$ cat config.mk
export PLATFORM = sky130hd
export DESIGN_NAME = mc_ctrl_fsm
export DESIGN_NICKNAME = d
export VERILOG_FILES = /design/src/rtl/mc_ctrl_fsm.sv
export SDC_FILE = /design/constraint.sdc
export NUM_CORES = 1
export LEC_CHECK = 0
export BUFFER_PORTS_ARGS = -buffer_cell sky130_fd_sc_hd__buf_2
export CAP_MARGIN = 20
export CORE_ASPECT_RATIO = 1.4
export CORE_MARGIN = 3
export CORE_UTILIZATION = 50
export DETAILED_ROUTE_END_ITERATION = 10
export PLACE_DENSITY = 0.78
export REMOVE_ABC_BUFFERS = 1
export SLEW_MARGIN = 20
export SYNTH_ARGS = -nofsm -noshare
export SYNTH_HDL_FRONTEND = slang
export SYNTH_SLANG_ARGS = --single-unit
$ cat constraint.sdc
create_clock -name clk -period 2.4 [get_ports clk]
set_clock_uncertainty 0.2 [all_clocks]
set_input_delay 0.12 -clock clk [delete_from_list [all_inputs] [get_ports clk]]
set_output_delay 0.12 -clock clk [all_outputs]
set_load 0.05 [all_outputs]
$ cat src/rtl/mc_ctrl_fsm.sv
// Multi-cycle MIPS control FSM: sequences the shared ALU, memory handshake and write strobes.
// Optional MC_PERF_CNT_EN adds a retired-instruction counter on port instret.
module mc_ctrl_fsm #(
  parameter int unsigned MEM_TIMEOUT = 255
`ifdef MC_PERF_CNT_EN
  , parameter int unsigned CNT_W = 32
`endif
) (
  input  logic       clk,
  input  logic       rst,
  input  logic [5:0] op,
  input  logic [5:0] funct,
  input  logic       zero,
  input  logic       mem_ready,
  output logic       mem_req,
  output logic       mem_we,
  output logic       i_or_d,
  output logic       ir_write,
  output logic       pc_write,
  output logic       reg_write,
  output logic       reg_dst,
  output logic       mem_to_reg,
  output logic [1:0] alu_src_a,
  output logic [1:0] alu_src_b,
  output logic [1:0] pc_source,
  output logic [4:0] alu_op,
  output logic       illegal,
`ifdef MC_PERF_CNT_EN
  output logic [CNT_W-1:0] instret,
`endif
  output logic [3:0] state_o
);

  typedef enum logic [3:0] {
    IDLE     = 4'd0,
    FETCH    = 4'd1,
    DECODE   = 4'd2,
    MEM_ADDR = 4'd3,
    MEM_RD   = 4'd4,
    MEM_WB   = 4'd5,
    MEM_WR   = 4'd6,
    R_EXEC   = 4'd7,
    R_WB     = 4'd8,
    I_EXEC   = 4'd9,
    I_WB     = 4'd10,
    BRANCH   = 4'd11,
    JUMP     = 4'd12,
    TRAP     = 4'd13
  } state_e;

  localparam logic [4:0] ALUOP_NOP  = 5'd0;
  localparam logic [4:0] ALUOP_ADD  = 5'd1;
  localparam logic [4:0] ALUOP_SUBU = 5'd2;
  localparam logic [4:0] ALUOP_SLT  = 5'd3;
  localparam logic [4:0] ALUOP_OR   = 5'd4;
  localparam logic [4:0] ALUOP_SLL  = 5'd5;
  localparam logic [4:0] ALUOP_ADDI = 5'd6;
  localparam logic [4:0] ALUOP_BEQ  = 5'd7;

  localparam int unsigned     WD_W    = (MEM_TIMEOUT > 1) ? $clog2(MEM_TIMEOUT) : 1;
  localparam logic [WD_W-1:0] WD_LAST = WD_W'(MEM_TIMEOUT - 1);

  state_e          state_q, state_d;
  logic [WD_W-1:0] wd_q, wd_d;
  logic [4:0]      r_alu_q, r_alu_d;
  logic            r_sll_q, r_sll_d;
  logic            is_sw_q, is_sw_d;
  logic            wd_expired;

  // Decode results are latched so later states do not depend on IR staying put.
  // NOTE: sequential state uses non-blocking assignments so all registers update together at the edge.
  always_ff @(posedge clk or posedge rst) begin
    if (rst) begin
      state_q <= IDLE;
      wd_q    <= '0;
      r_alu_q <= ALUOP_NOP;
      r_sll_q <= 1'b0;
      is_sw_q <= 1'b0;
    end else begin
      state_q <= state_d;
      wd_q    <= wd_d;
      r_alu_q <= r_alu_d;
      r_sll_q <= r_sll_d;
      is_sw_q <= is_sw_d;
    end
  end

  assign wd_expired = (MEM_TIMEOUT != 0) && (wd_q == WD_LAST);
  assign state_o    = state_q;

  always_comb begin
    // NOTE: every output and next-state value gets a default first, so no path can infer a latch.
    state_d    = state_q;
    wd_d       = '0;
    r_alu_d    = r_alu_q;
    r_sll_d    = r_sll_q;
    is_sw_d    = is_sw_q;
    mem_req    = 1'b0;
    mem_we     = 1'b0;
    i_or_d     = 1'b0;
    ir_write   = 1'b0;
    pc_write   = 1'b0;
    reg_write  = 1'b0;
    reg_dst    = 1'b0;
    mem_to_reg = 1'b0;
    alu_src_a  = 2'd0;
    alu_src_b  = 2'd0;
    pc_source  = 2'd0;
    alu_op     = ALUOP_NOP;
    illegal    = 1'b0;

    case (state_q)
      IDLE: state_d = FETCH;

      FETCH: begin
        mem_req   = 1'b1;
        alu_src_b = 2'd1;
        alu_op    = ALUOP_ADD;
        if (mem_ready) begin
          ir_write = 1'b1;
          pc_write = 1'b1;
          state_d  = DECODE;
        end else if (wd_expired) begin
          state_d = TRAP;
        end else begin
          wd_d = wd_q + 1'b1;
        end
      end

      DECODE: begin
        alu_src_b = 2'd3;
        alu_op    = ALUOP_ADD;
        case (op)
          6'b000000: begin
            state_d = R_EXEC;
            r_sll_d = 1'b0;
            case (funct)
              6'b100000: r_alu_d = ALUOP_ADD;
              6'b100011: r_alu_d = ALUOP_SUBU;
              6'b101010: r_alu_d = ALUOP_SLT;
              6'b100101: r_alu_d = ALUOP_OR;
              6'b000000: begin
                r_alu_d = ALUOP_SLL;
                r_sll_d = 1'b1;
              end
              default:   state_d = TRAP;
            endcase
          end
          6'b100011: begin
            is_sw_d = 1'b0;
            state_d = MEM_ADDR;
          end
          6'b101011: begin
            is_sw_d = 1'b1;
            state_d = MEM_ADDR;
          end
          6'b001000: state_d = I_EXEC;
          6'b000100: state_d = BRANCH;
          6'b000010: state_d = JUMP;
          default:   state_d = TRAP;
        endcase
      end

      MEM_ADDR: begin
        alu_src_a = 2'd1;
        alu_src_b = 2'd2;
        alu_op    = ALUOP_ADD;
        state_d   = is_sw_q ? MEM_WR : MEM_RD;
      end

      MEM_RD: begin
        mem_req = 1'b1;
        i_or_d  = 1'b1;
        if (mem_ready)       state_d = MEM_WB;
        else if (wd_expired) state_d = TRAP;
        else                 wd_d    = wd_q + 1'b1;
      end

      MEM_WB: begin
        reg_write  = 1'b1;
        mem_to_reg = 1'b1;
        state_d    = FETCH;
      end

      MEM_WR: begin
        mem_req = 1'b1;
        mem_we  = 1'b1;
        i_or_d  = 1'b1;
        if (mem_ready)       state_d = FETCH;
        else if (wd_expired) state_d = TRAP;
        else                 wd_d    = wd_q + 1'b1;
      end

      R_EXEC: begin
        alu_src_a = r_sll_q ? 2'd2 : 2'd1;
        alu_op    = r_alu_q;
        state_d   = R_WB;
      end

      R_WB: begin
        reg_write = 1'b1;
        reg_dst   = 1'b1;
        state_d   = FETCH;
      end

      I_EXEC: begin
        alu_src_a = 2'd1;
        alu_src_b = 2'd2;
        alu_op    = ALUOP_ADDI;
        state_d   = I_WB;
      end

      I_WB: begin
        reg_write = 1'b1;
        state_d   = FETCH;
      end

      // pc_write follows the ALU Zero flag within the same cycle.
      BRANCH: begin
        alu_src_a = 2'd1;
        alu_op    = ALUOP_BEQ;
        pc_source = 2'd1;
        pc_write  = zero;
        state_d   = FETCH;
      end

      JUMP: begin
        pc_write  = 1'b1;
        pc_source = 2'd2;
        state_d   = FETCH;
      end

      TRAP: illegal = 1'b1;

      default: state_d = TRAP;
    endcase
  end

`ifdef MC_PERF_CNT_EN
  logic [CNT_W-1:0] instret_q;

  always_ff @(posedge clk or posedge rst) begin
    if (rst) begin
      instret_q <= '0;
    end else if (state_d == FETCH &&
                 state_q inside {R_WB, I_WB, MEM_WB, MEM_WR, BRANCH, JUMP}) begin
      instret_q <= instret_q + CNT_W'(1);
    end
  end

  assign instret = instret_q;
`endif

endmodule

==> impl_metrics.toml, run 1 <==
[finish]
antennaDiodeCount = 0
mostFrequentLayoutCells = "sky130_fd_sc_hd__buf_2 (37), sky130_fd_sc_hd__nor2_1 (22), sky130_fd_sc_hd__dfrtp_1 (17)"
layout.nets = 219
final_common_cell = "sky130_fd_sc_hd__buf_2"
areaGrowthSynthToFinish_pct = 25.8
final_layout_size_suffix_gt1_frac = 0.265
filler_cell_count = 223

[logic_synthesis]
synth.top_cells.by_area = "sky130_fd_sc_hd__dfrtp_1 (32%), sky130_fd_sc_hd__nor2_1 (6.3%), sky130_fd_sc_hd__xor2_1 (4.7%)"
synth_largest_type_area_fraction = 0.324
postSynth.asyncResetShare = 1.00
syn_area_per_cell_um2 = 8.53
yosys.cell_types.count = 48
part_of_the_yosys_area_used_for_sequential_elements = 0.324
synthesis.instances = 154
synth_largest_area_cell = "sky130_fd_sc_hd__dfrtp_1"
postSynthRegisterBits = 17
postSynth.topFlopCell = "sky130_fd_sc_hd__dfrtp_1"
ys.warnings.count = 0
synthesis.area_um2 = 1310
number_of_flops_mapped_to_enable_cells_by_yosys = 0

[global_routing]
global_route.overflow_total = 0
groute.usage.overall = 0.218
largest_net_degree_at_the_start_of_global_routing = 23
number_of_global_route_vias_before_repair = 1220
antenna_found_initial = 0
first_pass_grt_wire_length_um = 5550

[clock_network]
clock_root_buffer = "sky130_fd_sc_hd__clkbuf_4"
clock_tree_from_tritoncts = "done"
clk-insertion-delay-late_ns = 0.29
clk_path_buf_depth = 2
cts.sink_count = 17
post_cts_clock_slew_at_the_launch_and_capture_registers_of_the_worst_setup_and_hold_paths_ns = 0.10
cts_max_level = 1
cts_buffers = 3

[hold_path]
worst_hold_path_type = "in2reg"

[pwr]
power_report.internal_total_mw = 0.759
total_switching_power_mw = 1.10
power.ir.vdd_worst_v = 0.000599
power_frac_clock = 0.084
sw_frac_of_total = 0.591
p_per_area_nw_per_um2 = 1120
total_power_mw = 1.86
cellLeakagePower_nw = 0.764
comb_power_share = 0.720
power_frac_seq = 0.197

[sta]
final_period_minus_worst_setup_slack_ns = 2.29
timing.max_slew.rel_slack = 0.571
finalSetupViolations = 0
maxSlewViolCount = 0
worst_tran_pin_value_ns = 0.643
final_min_period_over_clock_period = 0.953
rsz0062_at_grt = "no"
final-hold-violation-count = 0
max_freq_mhz = 437
hold-worst-slack_ns = 0.0166

[drt]
dr.first_iter.drc_count = 37
drt.antenna.violating_nets = 0
route.detailed.wl_per_inst_um = 14.4
detail_route.drc_violations = 0
detailroute.via_count = 1325
wl_um = 3380
post_drt_via_cell_ratio = 5.66
drt_first_pass_iters = 4

[placement]
place_hpwl_um = 2570
gp_congestion = 0.775
place.port_buffers = 37

[flow_run]
max-cap-violations = 0

[critical_path]
setup.worst_path.end_class = "flop"
critPathMaxFanout = 5
arrival_ns = 2.30
worstSetupStartpointType = "input pin"
required_time_reported_for_the_critical_path_endpoint_ns = 2.42
setup.worst_path.class = "in2reg"

[floorplanning]
core_um2 = 2440
floorplan.die.height_um = 66.7
io-pin-count = 40
core.rowCount = 21
die_area_um2 = 3290
initial_utilization = 0.538
die_width_um = 49.3

[outcome]
run_status = "finished clean"
area by class of cell:
| type | instances | area, um2 | area share |
|---|---|---|---|
| inverters | 7 | 26.3 | 0.0159 |
| flip-flops and latches | 17 | 425 | 0.257 |
| well taps | 34 | 42.5 | 0.0257 |
| multi-input cells | 122 | 827 | 0.500 |
| repair buffers | 50 | 305 | 0.185 |
| clock buffers | 4 | 26.3 | 0.0159 |
synthesized netlist by cell type (2+ instances only):
cell	number
sky130_fd_sc_hd__nor2_1	22
sky130_fd_sc_hd__dfrtp_1	17
sky130_fd_sc_hd__nand2_1	11
sky130_fd_sc_hd__inv_1	7
sky130_fd_sc_hd__nand2b_1	7
sky130_fd_sc_hd__nor3_1	7
sky130_fd_sc_hd__o21ai_0	7
sky130_fd_sc_hd__xor2_1	7
sky130_fd_sc_hd__clkbuf_1	6
sky130_fd_sc_hd__nand3_1	4
sky130_fd_sc_hd__a211o_1	3
sky130_fd_sc_hd__a211oi_1	3
sky130_fd_sc_hd__buf_4	3
sky130_fd_sc_hd__nand4_1	3
sky130_fd_sc_hd__o22ai_1	3
sky130_fd_sc_hd__xnor2_1	3
sky130_fd_sc_hd__a21boi_0	2
sky130_fd_sc_hd__a21oi_1	2
sky130_fd_sc_hd__a41o_1	2
sky130_fd_sc_hd__ha_1	2
sky130_fd_sc_hd__mux2_4	2
sky130_fd_sc_hd__nand4b_1	2
sky130_fd_sc_hd__nor3b_1	2
sky130_fd_sc_hd__o21a_1	2
sky130_fd_sc_hd__or4_1	2
routing by layer:
metal / up-vias / track usage / share of wire
met5: - / 0 / 0
met4: 0 / 0.0641 / 0.010
met3: 4 / 0.0224 / 0.048
met2: 45 / 0.411 / 0.55
met1: 629 / 0.255 / 0.39
li1: 647 / - / -
sequential cells by signal, indices dropped and copies added, names as in the netlist:
signal   flops
wd_q         8
state_o      4
r_alu_q      3
is_sw_q      1
r_sll_q      1
what timing repair did:
| action | CTS | global route |
|---|---|---|
| hold buffers | 8 | 1 |
| resized for setup | 0 | 1 |
| setup buffers | 0 | 0 |
| setup endpoints to repair | 0 | 1 |
| hold endpoints to repair | 21 | 1 |
through the flow:
step	setup WS (ns)	util	TNS (ns)	instances	instance area [um2]
floorplan	-1.27	-	-8.22	146	1270
global placement	0.321	0.626	0	221	1530
detailed placement	0.258	0.626	0	221	1530
CTS	0.0445	0.670	0	233	1640
global route	0.0171	0.676	0	234	1650
finish	0.113	0.676	0	234	1650
cells by family (layout without fill, tap and decap cells):
logic type | after synthesis | in the layout | synth area share
AND/OR/NAND/NOR | 71 | 71 | 0.307
AO/OA/AOI/OAI | 34 | 34 | 0.196
flip-flops | 17 | 17 | 0.324
buffers and inverters | 16 | 61 | 0.0543
XOR/XNOR | 10 | 10 | 0.0667
multiplexers | 3 | 3 | 0.0305
adder cells (fa/ha/maj) | 2 | 2 | 0.0190
other | 1 | 2 | 0.00285
worst max-delay path, stage by stage:
cell and delay [ns]:
sky130_fd_sc_hd__dlygate4sd3_1 0.53, sky130_fd_sc_hd__buf_2 0.15, sky130_fd_sc_hd__or3_1 0.40, sky130_fd_sc_hd__or4_1 0.41, sky130_fd_sc_hd__dlygate4sd3_1 0.57, sky130_fd_sc_hd__o21ai_0 0.14
path summary, 6_finish.rpt:
path,from,endpoint,slack (ns),depth (start not counted)
worst max-delay path,funct[0],r_sll_q,0.11,6
worst min-delay path,funct[4],r_alu_q[1],0.02,3
worst max register to register,state_o[2],is_sw_q,0.17,5
worst min register to register,r_sll_q,r_sll_q,0.32,2
max in group asynchronous,rst,r_sll_q,1.33,3
min in group asynchronous,rst,wd_q[2],0.26,3
power groups by stage:
stage          Combinational, mW  Clock [mW]  Sequential (mW)
3_5_place_dp                1.32           0            0.370
2_1_floorplan              0.803           0            0.555
3_3_place_gp                1.30           0            0.365
4_1_cts                     1.33       0.158            0.364
6_report                    1.34       0.156            0.365
5_1_grt                     1.43       0.172            0.371
(Power assumes the default switching activity.)
==> inputs of run 2 (changes only) <==
Clock period 2.4 ns to 2.7 ns, I/O delays scaled along.
==> run 2 against run 1 <==
Effect of this change: count of clock-buffer cells in the layout is 1 lower; critical path depth decreased by 1; largest power group unchanged; die area unchanged; sequential power shrank 11%.
==> impl_metrics.toml, run 2 (synthesized netlist as in run 1, its figures left out) <==
[outcome]
run_status = "finished clean"

[finish]
layout.nets = 217
areaGrowthSynthToFinish_pct = 23.9
multi_input_comb_area_um2 = 821
top_register = "wd_q"
seqCellArea_um2 = 425
antennaDiodeCount = 0
final_layout_size_suffix_gt1_frac = 0.268
final_common_cell = "sky130_fd_sc_hd__buf_2"
mostFrequentLayoutCells = "sky130_fd_sc_hd__buf_2 (37), sky130_fd_sc_hd__nor2_1 (22), sky130_fd_sc_hd__dfrtp_1 (17)"
filler_cell_count = 219
largest_reg_flops = 8

[critical_path]
rr_worst_depth = 5
required_time_reported_for_the_critical_path_endpoint_ns = 2.37
crit_path_max_incr_delay_ns = 0.44
cp_num_buf_inv = 2
critPathLaunch = "state_o[3]"
worst_path_max_delay_cell = "sky130_fd_sc_hd__nor4b_1"
ff_to_ff_start = "state_o[2]"
arrival_ns = 2.01
critPathMaxFanout = 22
setup.worst_path.end_class = "output port"
worstSetupStartpointType = "flop"
worst_path_dominant_cell_family = "simple AND/OR/NAND/NOR gates"
critical_path.cell_chain = "buf_4 -> nand2b_1 -> nor4b_1 -> a211o_1 -> buf_2"
setup.worst_path.class = "reg2out"
worst-path-stages = 5

[sta]
maxSlewViolCount = 0
final.setup.tns_ns = 0
final-hold-violation-count = 0
max_freq_mhz = 426
worst_tran_pin_value_ns = 0.652
finalSetupViolations = 0
final_period_minus_worst_setup_slack_ns = 2.35
rsz0062_at_grt = "no"
timing.max_slew.rel_slack = 0.565
final_min_period_over_clock_period = 0.869
hold-worst-slack_ns = 0.00504

[global_routing]
largest_net_degree_at_the_start_of_global_routing = 23
global_route.overflow_total = 0
antenna_found_initial = 0
number_of_global_route_vias_before_repair = 1318
groute.usage.overall = 0.229
first_pass_grt_wire_length_um = 5760

[floorplanning]
initial_utilization = 0.538
die_width_um = 49.3
die_area_um2 = 3290
core_um2 = 2440
core.rowCount = 21
floorplan.die.height_um = 66.7
io-pin-count = 40

[pwr]
power.ir.vdd_worst_v = 0.000466
p_per_area_nw_per_um2 = 1010
cellLeakagePower_nw = 0.759

[drt]
post_drt_via_cell_ratio = 5.76
detailroute.via_count = 1336
drt_first_pass_iters = 4
wl_um = 3430
drt.antenna.violating_nets = 0
dr.first_iter.drc_count = 31
detail_route.drc_violations = 0
route.detailed.wl_per_inst_um = 14.8

[placement]
place.port_buffers = 37
place_hpwl_um = 2660
gp_congestion = 0.797

[clock_network]
cts.sink_count = 17
cts.repair.resized = 0
clk-insertion-delay-late_ns = 0.30
clock_tree_from_tritoncts = "done"
clock_root_buffer = "sky130_fd_sc_hd__clkbuf_4"
clk_path_buf_depth = 2
post_cts_clock_slew_at_the_launch_and_capture_registers_of_the_worst_setup_and_hold_paths_ns = 0.11
cts_buffers = 3
cts_max_level = 1

[hold_path]
hold_start = "funct[0]"
worst_hold_path_type = "in2reg"
whs_path_depth = 3

[flow_run]
max-cap-violations = 0
-- run 2: changes by cell type in the layout (fill, tap and decap cells not counted) --
cell	change
sky130_fd_sc_hd__clkbuf_1	-1
sky130_fd_sc_hd__clkinv_2	+1
sky130_fd_sc_hd__dlygate4sd3_1	-2
sky130_fd_sc_hd__nor4b_1	+1
sky130_fd_sc_hd__nor4b_2	-1
-- run 2: worst paths after layout --
| path | slack (ns) | endpoint |
|---|---|---|
| worst min-delay path | 0.005 | r_alu_q[0] |
| max in group asynchronous | 1.61 | r_alu_q[1] |
| worst max register to register | 0.44 | is_sw_q |
| min in group asynchronous | 0.26 | wd_q[1] |
| worst max-delay path | 0.35 | pc_write |
| worst min register to register | 0.32 | r_sll_q |
-- run 2: layout make-up --
type | instances | area share
Sequential cell | 17 | 0.261
Multi-Input combinational cell | 122 | 0.504
Inverter | 7 | 0.0161
Tap cell | 34 | 0.0261
Clock inverter | 1 | 0.00307
Clock buffer | 3 | 0.0138
Timing Repair Buffer | 48 | 0.175
-- run 2: layer usage --
metal	track usage	part of all wire	up-vias	wire, um
li1	-	-	642	-
met1	0.235	0.37	638	1270
met2	0.455	0.55	49	1880
met3	0.0179	0.054	7	184
met4	0.114	0.026	0	88
met5	0	0	-	0
-- run 2: through the flow --
| stage | util | std cells | cell area [um2] | power, mW | setup slack [ns] |
|---|---|---|---|---|---|
| floorplan | - | 146 | 1270 | 1.21 | -0.989 |
| global route | 0.666 | 232 | 1630 | 1.76 | 0.195 |
| global placement | 0.626 | 221 | 1530 | 1.48 | 0.621 |
| CTS | 0.666 | 232 | 1630 | 1.65 | 0.349 |
| finish | 0.666 | 232 | 1630 | 1.65 | 0.353 |
| detailed placement | 0.626 | 221 | 1530 | 1.50 | 0.553 |
-- run 2: worst min-delay path, delay by kind of cell --
| family | cells | cell delay, ns |
|---|---|---|
| multiplexers | 1 | 0.14 |
| AND/OR/NAND/NOR | 1 | 0.07 |
| buffers and inverters | 1 | 0.13 |
-- run 2: repair_timing --
| action | 4_1_cts | 5_1_grt |
|---|---|---|
| hold endpoints to repair | 21 | 0 |
| buffers inserted | 0 | 0 |
| hold buffers | 7 | 0 |
-- run 2: report_power, final --
group	switching, mW	internal (mW)	leakage, nW
clock	0.0887	0.0553	0.0177
combinational	0.864	0.318	0.521
sequential	0.0278	0.296	0.220
total	0.980	0.669	0.759
==> inputs of run 3 (changes only) <==
Settings changed: CELL_PAD_IN_SITES_DETAIL_PLACEMENT set to 1, CELL_PAD_IN_SITES_GLOBAL_PLACEMENT set to 1, CORE_UTILIZATION 50 to 40, PLACE_DENSITY 0.78 to not set, PLACE_DENSITY_LB_ADDON set to 0.1.
==> run 3 against run 2 <==
Effect of this change: die area is 22% higher; clock power is 34% higher; hold slack lost 0.0043 ns; via count down 4.6%; worst setup slack improved by 0.066 ns; register-to-register slack gained 0.12 ns; final cell count unchanged.
==> impl_metrics.toml, run 3 (synthesized netlist as in run 1, its figures left out) <==
[clock_network]
cts_buffers = 3
cts_max_level = 1
post_cts_clock_slew_at_the_launch_and_capture_registers_of_the_worst_setup_and_hold_paths_ns = 0.06
clock_root_buffer = "sky130_fd_sc_hd__clkbuf_8"
clk-insertion-delay-late_ns = 0.26
cts.sink_count = 17
postCtsHoldBufs = 2
setup_buffers_after_cts = 0
clk_path_buf_depth = 2
cts.repair.resized = 0
clock_tree_from_tritoncts = "done"

[flow_run]
max-cap-violations = 0

[outcome]
run_status = "finished clean"

[drt]
detailroute.via_count = 1274
dr.first_iter.drc_count = 18
wl_um = 3770
detail_route.drc_violations = 0
highest-signal-layer = "met4"
drt.antenna.violating_nets = 0
met2WireLength_um = 2080
route.detailed.wl_per_inst_um = 16.3
drt_first_pass_iters = 4
met3_wirelength_um = 118
post_drt_via_cell_ratio = 5.49
detail_route.wirelength.met1_um = 1490

[critical_path]
critical_path.cell_chain = "buf_4 -> nand2b_1 -> nor4b_1 -> a211o_1 -> buf_2"
setup.worst_path.class = "reg2out"
rr_worst_depth = 4
worst_path_max_delay_cell = "sky130_fd_sc_hd__nor4b_1"
arrival_ns = 1.95
required_time_reported_for_the_critical_path_endpoint_ns = 2.37
setup.worst_path.end_class = "output port"
critPathMaxFanout = 22
crit_path_max_incr_delay_ns = 0.43
worstSetupStartpointType = "flop"

[sta]
max_freq_mhz = 438
final_period_minus_worst_setup_slack_ns = 2.28
final.setup.tns_ns = 0
rsz0062_at_grt = "no"
final-hold-violation-count = 0
maxSlewViolCount = 0
timing.max_slew.rel_slack = 0.562
finalSetupViolations = 0
worst_tran_pin_value_ns = 0.656
final_min_period_over_clock_period = 0.845

[finish]
mostFrequentLayoutCells = "sky130_fd_sc_hd__buf_2 (37), sky130_fd_sc_hd__nor2_1 (22), sky130_fd_sc_hd__dfrtp_1 (17)"
antennaDiodeCount = 0
finish.utilization = 0.513
areaGrowthSynthToFinish_pct = 21.9
stdcell_count = 232
final_layout_size_suffix_gt1_frac = 0.269
final_common_cell = "sky130_fd_sc_hd__buf_2"
largest_reg_flops = 8
top_register = "wd_q"
layout.nets = 212
filler_cell_count = 404

[global_routing]
first_pass_grt_wire_length_um = 6270
antenna_found_initial = 0
global_route.overflow_total = 0
largest_net_degree_at_the_start_of_global_routing = 23
groute.usage.overall = 0.212
number_of_global_route_vias_before_repair = 1330

[pwr]
power.ir.vdd_worst_v = 0.000419
cellLeakagePower_nw = 0.749
p_per_area_nw_per_um2 = 1070
total_power_mw = 1.72

[placement]
place_inst = 226
place.port_buffers = 37
gp_congestion = 0.745
place_hpwl_um = 3040

[hold_path]
whs_path_depth = 3
worst_hold_path_type = "in2reg"

[floorplanning]
core.rowCount = 24
core_um2 = 3120
floorplan.die.height_um = 73.8
die_width_um = 54.4
io-pin-count = 40
die_area_um2 = 4020
initial_utilization = 0.421
[run 3: final timing paths]
path	startpoint	to	slack, ns
worst max-delay path	state_o[3]	pc_write	0.42
max in group asynchronous	rst	wd_q[1]	1.57
worst min-delay path	funct[5]	r_alu_q[1]	0.0008
min in group asynchronous	rst	wd_q[0]	0.31
worst max register to register	state_o[2]	r_alu_q[2]	0.56
worst min register to register	r_sll_q	r_sll_q	0.33
[run 3: area by class of cell]
type	count	area (um2)	area share
Multi-Input combinational cell	122	821	0.512
Sequential cell	17	425	0.266
Timing Repair Buffer	43	235	0.147
Tap cell	39	48.8	0.0305
Clock buffer	4	45.0	0.0281
Inverter	7	26.3	0.0164
[run 3: power by group]
part | internal [mW] | leakage [nW] | total [mW] | switching, mW
logic | 0.314 | 0.505 | 1.20 | 0.885
clock network | 0.105 | 0.0228 | 0.193 | 0.0882
registers | 0.296 | 0.220 | 0.325 | 0.0290
[run 3: per-layer routing]
layer  vias to the layer above  GRT usage
met2                        31      0.379
met1                       601      0.240
met4                         0     0.0914
met3                        10     0.0264
met5                         -          0
li1                        632          -
[run 3: critical path: cells and delay by family, from the launching register on]
kind / cells / cell delay [ns]
AOI/OAI and AO/OA: 1 / 0.16
DFF: 1 / 0.39
and+or+nand+nor: 2 / 0.68
buffers and inverters: 2 / 0.46
[run 3: through the flow]
stage | hold slack (ns) | instance area, um2 | setup slack (ns)
2_1_floorplan | -0.139 | 1270 | -0.989
3_3_place_gp | 0.0555 | 1540 | 0.616
3_5_place_dp | 0.0600 | 1540 | 0.555
4_1_cts | 0.00341 | 1600 | 0.404
5_1_grt | 0.0346 | 1600 | 0.326
6_report | 0.000764 | 1600 | 0.419
